===== config.mk =====
export PLATFORM = sky130hd
export DESIGN_NAME = autoconfig_responder
export DESIGN_NICKNAME = d
export VERILOG_FILES = /design/src/rtl/zorro_pkg.sv /design/src/rtl/autoconfig_rom.sv /design/src/rtl/autoconfig_responder.sv
export SDC_FILE = /design/constraint.sdc
export NUM_CORES = 1
export LEC_CHECK = 0
export CAP_MARGIN = 10
export CORE_AREA = 4 4 63 65
export DETAILED_ROUTE_END_ITERATION = 12
export DIE_AREA = 0 0 67 69
export MAX_ROUTING_LAYER = met4
export PLACE_DENSITY = 0.8
export SETUP_SLACK_MARGIN = 0.4
export SYNTH_ARGS = -nofsm -noshare
export SYNTH_HDL_FRONTEND = slang
export SYNTH_SLANG_ARGS = --single-unit

===== constraint.sdc =====
create_clock -name CLKCPU -period 1.94 [get_ports CLKCPU]
set_input_delay 0.291 -clock CLKCPU [delete_from_list [all_inputs] [get_ports CLKCPU]]
set_output_delay 0.291 -clock CLKCPU [all_outputs]
set_load 0.02 [all_outputs]

===== src/rtl/zorro_pkg.sv =====
// Shared constants and types for the Zorro II AutoConfig responder.
// Nibble indices are A[6:1] within the $E8xxxx config page.
package zorro_pkg;

    localparam logic [7:0] CFG_PAGE = 8'hE8;

    localparam logic [5:0] NIB_ER_TYPE = 6'd0;
    localparam logic [5:0] NIB_PRODUCT = 6'd2;
    localparam logic [5:0] NIB_MANUF   = 6'd8;
    localparam logic [5:0] NIB_SERIAL  = 6'd12;
    localparam logic [5:0] NIB_CTRL    = 6'd32;
    localparam logic [5:0] NIB_BASE_HI = 6'd36;
    localparam logic [5:0] NIB_BASE_LO = 6'd37;
    localparam logic [5:0] NIB_SHUTUP  = 6'd38;

    typedef enum logic [1:0] {
        StIdle,
        StDecode,
        StAck
    } state_e;

endpackage


===== src/rtl/autoconfig_rom.sv =====
// Combinational AutoConfig read map: nibble index to bus nibble on D[31:28].
// Everything except er_type and the $40/$42 control nibbles is presented inverted.
module autoconfig_rom
    import zorro_pkg::*;
#(
    parameter logic [7:0]  ER_TYPE      = 8'hE6,
    parameter logic [7:0]  PRODUCT      = 8'h3C,
    parameter logic [15:0] MANUFACTURER = 16'h07DB,
    parameter logic [31:0] SERIAL       = 32'h0000_0001
) (
    input  logic [5:0] nib_i,
    output logic [3:0] dout_o
);

    logic [3:0] val;
    logic       raw;

    always_comb begin
        val = 4'h0;
        case (nib_i)
            NIB_ER_TYPE:         val = ER_TYPE[7:4];
            NIB_ER_TYPE + 6'd1:  val = ER_TYPE[3:0];
            NIB_PRODUCT:         val = PRODUCT[7:4];
            NIB_PRODUCT + 6'd1:  val = PRODUCT[3:0];
            NIB_MANUF:           val = MANUFACTURER[15:12];
            NIB_MANUF + 6'd1:    val = MANUFACTURER[11:8];
            NIB_MANUF + 6'd2:    val = MANUFACTURER[7:4];
            NIB_MANUF + 6'd3:    val = MANUFACTURER[3:0];
            NIB_SERIAL:          val = SERIAL[31:28];
            NIB_SERIAL + 6'd1:   val = SERIAL[27:24];
            NIB_SERIAL + 6'd2:   val = SERIAL[23:20];
            NIB_SERIAL + 6'd3:   val = SERIAL[19:16];
            NIB_SERIAL + 6'd4:   val = SERIAL[15:12];
            NIB_SERIAL + 6'd5:   val = SERIAL[11:8];
            NIB_SERIAL + 6'd6:   val = SERIAL[7:4];
            NIB_SERIAL + 6'd7:   val = SERIAL[3:0];
            default:             val = 4'h0;
        endcase
    end

    assign raw = (nib_i == NIB_ER_TYPE) || (nib_i == NIB_ER_TYPE + 6'd1) ||
                 (nib_i == NIB_CTRL)    || (nib_i == NIB_CTRL + 6'd1);

    assign dout_o = raw ? val : ~val;

endmodule


===== src/rtl/autoconfig_responder.sv =====
// Zorro II AutoConfig responder: decodes the $E8 config page, serves the ROM
// nibbles and latches the base address; CFGOUT enables the next board in the chain.
module autoconfig_responder
    import zorro_pkg::*;
#(
    parameter logic [7:0]  ER_TYPE      = 8'hE6,
    parameter logic [7:0]  PRODUCT      = 8'h3C,
    parameter logic [15:0] MANUFACTURER = 16'h07DB,
    parameter logic [31:0] SERIAL       = 32'h0000_0001
) (
    input  logic        CLKCPU,
    input  logic        RESET,
    input  logic        AS20,
    input  logic        DS20,
    input  logic        RW20,
    input  logic [23:0] A,
    input  logic [3:0]  D_IN,
    input  logic        CFGIN,
    output logic [3:0]  D_OUT,
    output logic        D_OE,
    output logic        ACK,
    output logic [7:0]  BASE,
    output logic        CONFIGURED,
    output logic        SHUTUP,
    output logic        CFGOUT
);

    state_e     state_q, state_d;
    logic       rw_q, rw_d;
    logic [5:0] nib_q, nib_d;
    logic [3:0] dout_q, dout_d;
    logic [7:0] base_q, base_d;
    logic       pend_cfg_q, pend_cfg_d;
    logic       pend_shut_q, pend_shut_d;
    logic       configured_q, configured_d;
    logic       shutup_q, shutup_d;

    logic       sel;
    logic [3:0] rom_dout;

    // The page mirrors every 128 bytes; these address bits never take part.
    logic unused_addr;
    assign unused_addr = ^{A[15:7], A[0]};

    autoconfig_rom #(
        .ER_TYPE      (ER_TYPE),
        .PRODUCT      (PRODUCT),
        .MANUFACTURER (MANUFACTURER),
        .SERIAL       (SERIAL)
    ) u_rom (
        .nib_i  (A[6:1]),
        .dout_o (rom_dout)
    );

    assign sel = !AS20 && (A[23:16] == CFG_PAGE) && CFGIN && !configured_q && !shutup_q;

    always_comb begin
        state_d      = state_q;
        rw_d         = rw_q;
        nib_d        = nib_q;
        dout_d       = dout_q;
        base_d       = base_q;
        pend_cfg_d   = pend_cfg_q;
        pend_shut_d  = pend_shut_q;
        configured_d = configured_q;
        shutup_d     = shutup_q;

        case (state_q)
            StIdle: begin
                if (sel) begin
                    state_d = StDecode;
                    nib_d   = A[6:1];
                    rw_d    = RW20;
                    dout_d  = rom_dout;
                end
            end
            StDecode: begin
                if (AS20) begin
                    state_d = StIdle;
                end else if (rw_q) begin
                    state_d = StAck;
                end else if (!DS20) begin
                    state_d = StAck;
                    case (nib_q)
                        NIB_BASE_LO: base_d[3:0] = D_IN;
                        NIB_BASE_HI: begin
                            base_d[7:4] = D_IN;
                            pend_cfg_d  = 1'b1;
                        end
                        NIB_SHUTUP:  pend_shut_d = 1'b1;
                        default: ;
                    endcase
                end
            end
            StAck: begin
                // Commit only at cycle end so sel cannot drop while ACK is driven.
                if (AS20) begin
                    state_d      = StIdle;
                    configured_d = configured_q | pend_cfg_q;
                    shutup_d     = shutup_q | pend_shut_q;
                    pend_cfg_d   = 1'b0;
                    pend_shut_d  = 1'b0;
                end
            end
            default: state_d = StIdle;
        endcase
    end

    always_ff @(posedge CLKCPU or posedge RESET) begin
        if (RESET) begin
            state_q      <= StIdle;
            rw_q         <= 1'b1;
            nib_q        <= 6'd0;
            dout_q       <= 4'hF;
            base_q       <= 8'h00;
            pend_cfg_q   <= 1'b0;
            pend_shut_q  <= 1'b0;
            configured_q <= 1'b0;
            shutup_q     <= 1'b0;
        end else begin
            state_q      <= state_d;
            rw_q         <= rw_d;
            nib_q        <= nib_d;
            dout_q       <= dout_d;
            base_q       <= base_d;
            pend_cfg_q   <= pend_cfg_d;
            pend_shut_q  <= pend_shut_d;
            configured_q <= configured_d;
            shutup_q     <= shutup_d;
        end
    end

    assign ACK        = (state_q == StAck);
    assign D_OE       = (state_q == StAck) && rw_q;
    assign D_OUT      = dout_q;
    assign BASE       = base_q;
    assign CONFIGURED = configured_q;
    assign SHUTUP     = shutup_q;
    assign CFGOUT     = configured_q | shutup_q;

endmodule


==> After elaboration in Yosys (flattened, before gate mapping) <==
Memory sizes are Yosys's and may differ from the RTL's.
Cells that the tools add are included.
{ "totals": {"elab_cells": 75, "mem_bits_ro": 128, "latch_bits": 0, "regBits": 25, "mem_bits_rw": 0, "memories": 1, "out_inout_bits": 17, "inputBits": 34} }
{ "mem_list": {"columns": ["memory", "words", "word_bits", "rd", "rd_ports_with_merged_regs", "write_ports", "line", "rtl"], "rows": [
  ["(name not given)", 32, 4, 1, 0, 0, "autoconfig_rom.sv:20", "case (nib_i)"]
]} }
{ "op_classes": {"n_mux": 19, "n_eq_ne": 17, "div": 0, "bitwise_logic": 7, "n_shift": 0, "add_sub_neg": 0, "mul": 0, "magnitude_cmp": 0, "reduce_logical": 21} }
{ "op_table": {"columns": ["cell", "count"], "rows": [
  ["$eq 6x6->1 const B", 5],
  ["$ne 2x2->1 const B", 6],
  ["$reduce_and 6->1", 2],
  ["$mux 2", 5],
  ["$reduce_and 5->1", 2],
  ["$mux 1", 9],
  ["$eq 8x8->1 const B", 1],
  ["$mux 4", 2],
  ["$eq 6x1->1 const B", 1],
  ["$logic_not 6->1", 1],
  ["$pmux 2 s3", 1],
  ["$logic_and 1x1->1", 5],
  ["$ne 4x4->1 const B", 1],
  ["$not 4->4", 1],
  ["$pmux 1 s2", 2],
  ["$reduce_and 2->1", 2],
  ["$logic_not 1->1", 3],
  ["$logic_or 1x1->1", 3],
  ["$not 1->1", 3],
  ["$or 1x1->1", 3],
  ["$reduce_and 3->1", 1],
  ["$eq 2x1->1 const B", 1],
  ["$eq 2x2->1 const B", 1],
  ["$logic_not 2->1", 1],
  ["other kinds (2)", 2]
]} }

==> Longest topological paths before layout <==
{ "logic_depth": {"ltp_word": 7, "mapped_depth": 6, "depth_no_buf": 6} }

==> Modules after synthesis <==
From an unflattened synthesis, not the netlist that was laid out.
{ "unflattened": {"hier_cells": 106, "area_unflattened_um2": 1355.0} }
{ "modules_own_cells": {"columns": ["module", "cells_each", "seq_area_each_um2", "area_each_um2", "n_inst"], "rows": [
  ["autoconfig_responder", 72, 631.9, 1106.1, 1],
  ["autoconfig_rom", 34, 0.0, 249.0, 1]
]} }

==> Worst setup path after synthesis <==
OpenSTA, ideal clock, no wires.
{ "synth_timing": {"path_type": "register to register", "startpoint": "register state_q[1]", "endpoint": "register base_q[4], in the netlist BASE[4]", "synth_period_minus_slack_ns": 1.987, "arrival_time_ns": 1.863, "setup_time_ns": 0.125, "stages_incl_launch_ff": 5, "setup_slack_ns": -0.047, "path_cell_list": "dfrtp_1 > or4b_2 > nor4_1 > and2b_1 > mux2_2"} }
{ "synth_via": {"elab_chain_len": 2} }
{ "synth_lines": {"columns": ["element", "line", "rtl"], "rows": [
  ["start, declared", "autoconfig_responder.sv:28", "state_e state_q, state_d;"],
  ["start signal, assigned", "autoconfig_responder.sv:111", "state_q <= StIdle;"],
  ["start signal, assigned", "autoconfig_responder.sv:121", "state_q <= state_d;"],
  ["$eq 2x1->1", "autoconfig_responder.sv:68", "case (state_q)"],
  ["$reduce_and 5->1 (no line)", null, null],
  ["end signal, assigned", "autoconfig_responder.sv:125", "base_q <= base_d;"],
  ["end, declared", "autoconfig_responder.sv:32", "logic [7:0] base_q, base_d;"]
]} }
Every way passes these cells.
A chain may end at the register's enable or synchronous reset.

==> Worst setup path in the final report <==
{ "layout_timing": {"startpoint": "register state_q[0]", "endpoint": "register nib_q[3]"} }
{ "layout_via": {"elab_chain_len": 2} }
{ "layout_lines": {"columns": ["element", "line", "rtl"], "rows": [
  ["$logic_not 2->1", "autoconfig_responder.sv:68", null],
  ["$reduce_and 2->1 (no line)", null, null],
  ["end signal, assigned", "autoconfig_responder.sv:123", "nib_q <= nib_d;"],
  ["end, declared", "autoconfig_responder.sv:30", "logic [5:0] nib_q, nib_d;"]
]} }
Every way passes these cells.

==> impl_metrics.toml <==
[status]
status = "complete, but fails checks"
violations = "setup timing"

[sta]
rsz0062_at_grt = "true"
timing.final.ws_setup_ns = -0.0410
fmax_mhz = 505
worst_pin_slew_ns = 0.369
setup_tns_ns = -0.0665
period_share = 1.02
finalHoldWorstSlack_ns = 0.341
finalMaxSlewViolations = 0
slew_headroom = 0.753
period_minus_slack_ns = 1.98
fin_worst_skew_ns = 0.00347
final_hold_viol_count = 0
setup_viol = 4

[critical_path]
worst_path_max_delay_cell = "or4_4"
crit_required_ns = 2.14
r2r-start = "state_q[0]"
r2r-end = "nib_q[3]"
start_kind = "flop"
ff2ff_setup_slack_ns = -0.04
max_stage_delay_ns = 0.59
cp_cell_sequence = "or4_1 > or4_4 > buf_8 > mux2_4"
rr_worst_depth = 4
critPathLaunch = "state_q[0]"
cp-end-kind = "flop"
crit_arrival_ns = 2.18
crit_type = "reg2reg"
critPathCapture = "nib_q[3]"
crit_path_max_fanout = 8

[global_routing]
grt_pass1_wl_um = 5340
first_global_vias = 1185
grt_overflow = 0
track_usage = 0.150
grt_max_degree = 26
antenna_found_initial = 0

[cells_and_area]
fin_cells = 214
fin_nets = 209
area_delta_synth_final_pct = 47.2
multi_input_area_um2 = 699
n_antenna_cell = 0
final_area_um2 = 1910
ff_latch_area_um2 = 632
drive_gt1_frac = 0.333
fillers = 308

[logic_synthesis]
synthXorXnorAreaFrac = 0
synth_compound_area_frac = 0.104
synth_edf_count = 0
synthMuxAreaShare = 0.113
synth_commonest_cells = "dfrtp_1, mux2_2, a21oi_1, nor2_1, ha_1"
yosys.area_share.simple = 0.202
ys_seq_area_frac = 0.486
synth_top_family_by_area = "simple AND/OR/NAND/NOR gates"
yosysTopAreaCell = "dfrtp_1"
synth_top_area_share = 0.385
syn-num-nets = 154
yosysUniqueCellTypes = 33
synth_most_common_cell = "dfrtp_1"
syn_area_per_cell_um2 = 11.4
synthAdderAreaFrac = 0.0577
netlist_area_um2 = 1300
ys_warn_count = 0
synth_area_leaders = "dfrtp_1, mux2_2, dfstp_2"
async_flop_share = 1.00
synthFlopType = "dfrtp_1"
synthCells = 114
ys_ff_latch = 25

[floorplanning]
die_w_um = 67
rows = 21
die-area_um2 = 4620
die_h_um = 69
io_pins = 51
core-area_um2 = 3340
initial_utilization = 0.390

[pwr]
switchingPower_mw = 0.210
internal-power_mw = 0.688
swShare = 0.234
leakagePower_nw = 0.978
pwr-share-seq = 0.603
max-vdd-ir-drop_uv = 196
combPwrFrac = 0.155
clkPwrFrac = 0.242
power_density_nw_per_um2 = 470
finalPower_mw = 0.899

[clock_network]
clk_pin_slew_worst_paths_ns = 0.12
ctsHtreeMaxLevel = 1
cts_max_path_buffers = 2
cts_root_buf = "clkbuf_4"
clk_latency_ns = 0.30
cts_tree = "yes"
cts_sinks = 25
cts_buffers = 3

[detailed_routing]
vias = 1094
routed_wl_um = 3240
drtAntennaViolNets = 0
drt_iter0_markers = 37
viasPerCell = 5.11
drt-wirelength-per-cell_um = 15.2
drc = 0
dr.pass1.iters = 4

[placement]
place.gp.congestion = 0.837
dp_cells = 201
dp_hpwl_um = 2360
dpl_cell_area_um2 = 1770
port_buffers = 40

[hold_path]
holdCritPathClass = "in2async"

[flow_run]
maxCapViolations = 0
placed cells by master, fill, tap and decap left out, drive strengths merged, types with 3 or more instances in the layout:
cell	n
clkbuf	6
nor2	7
nor3	3
mux2	13
inv	4
clkdlybuf4s15	3
a21oi	9
o22ai	4
clkdlybuf4s50	19
nor4	5
ha	6
dfrtp	20
o21ai	4
dlygate4sd2	13
nor2b	6
buf	17
dfstp	5
nand2	4
sequential cells by signal, summed over array words and instances (netlist names):
| name | flops |
|---|---|
| rw_q | 1 |
| pend_shut_q | 1 |
| pend_cfg_q | 1 |
| BASE | 8 |
| nib_q | 6 |
| D_OUT | 4 |
| CONFIGURED | 1 |
| SHUTUP | 1 |
| state_q | 2 |
worst min path at each step:
stage                     depth (start not counted)    from  endpoint  slack, ns
after floorplan                                   1   RESET   BASE[0]       0.31
after global placement                            1  SHUTUP    SHUTUP       0.45
after detailed placement                          1  SHUTUP    SHUTUP       0.47
after CTS                                         3   RESET   BASE[1]       0.34
after global routing                              3   RESET   BASE[0]       0.36
final                                             3   RESET   BASE[0]       0.34
stage by stage:
stage          setup WS, ns   util
2_1_floorplan      0.000283      -
3_3_place_gp         -0.452  0.530
3_5_place_dp         -0.480  0.530
4_1_cts             -0.0182  0.568
5_1_grt             -0.0813  0.573
6_report            -0.0410  0.573
critical path: cells and delay by family, from the launching register on:
family	cells	cell delay, ns
buffers and inverters	1	0.17
and+or+nand+nor	2	1.00
muxes	1	0.29
DFF	1	0.42
power groups by stage:
stage / Combinational [mW] / Clock (mW) / Sequential [mW]
2_1_floorplan: 0.0548 / 0 / 0.554
3_3_place_gp: 0.135 / 0 / 0.550
3_5_place_dp: 0.141 / 0 / 0.550
4_1_cts: 0.139 / 0.232 / 0.541
5_1_grt: 0.152 / 0.253 / 0.543
6_report: 0.140 / 0.218 / 0.542
what timing repair did:
action / 4_1_cts / 5_1_grt
gates resized for setup: 51 / 12
pin swaps: 7 / 3
setup buffers: 6 / 2
endpoints found under the setup margin: 39 / 29
hold buffers: 0 / 0
gates cloned: 1 / 0
metal layers:
layer,global-route usage,vias to the layer above,wire length (um)
met2,0.266,28,1770
met3,0.0130,2,158
met1,0.173,540,1280
met5,-,-,0
met4,0.0473,0,27
li1,-,524,-
logic make-up (layout without fill, tap and decap cells):
logic type	after synthesis	count (layout)
simple gates	39	39
flops	25	25
compound gates	23	23
mux	13	13
buf+inv	8	62
fa+ha+maj	6	6
final cells by class:
type	instances	area share
inverters	4	0.00785
well taps	46	0.0301
clock buffers	4	0.0137
multi-input cells	81	0.366
flip-flops and latches	25	0.330
repair buffers	54	0.252
Note: power is estimated with default switching activity, not from simulation.
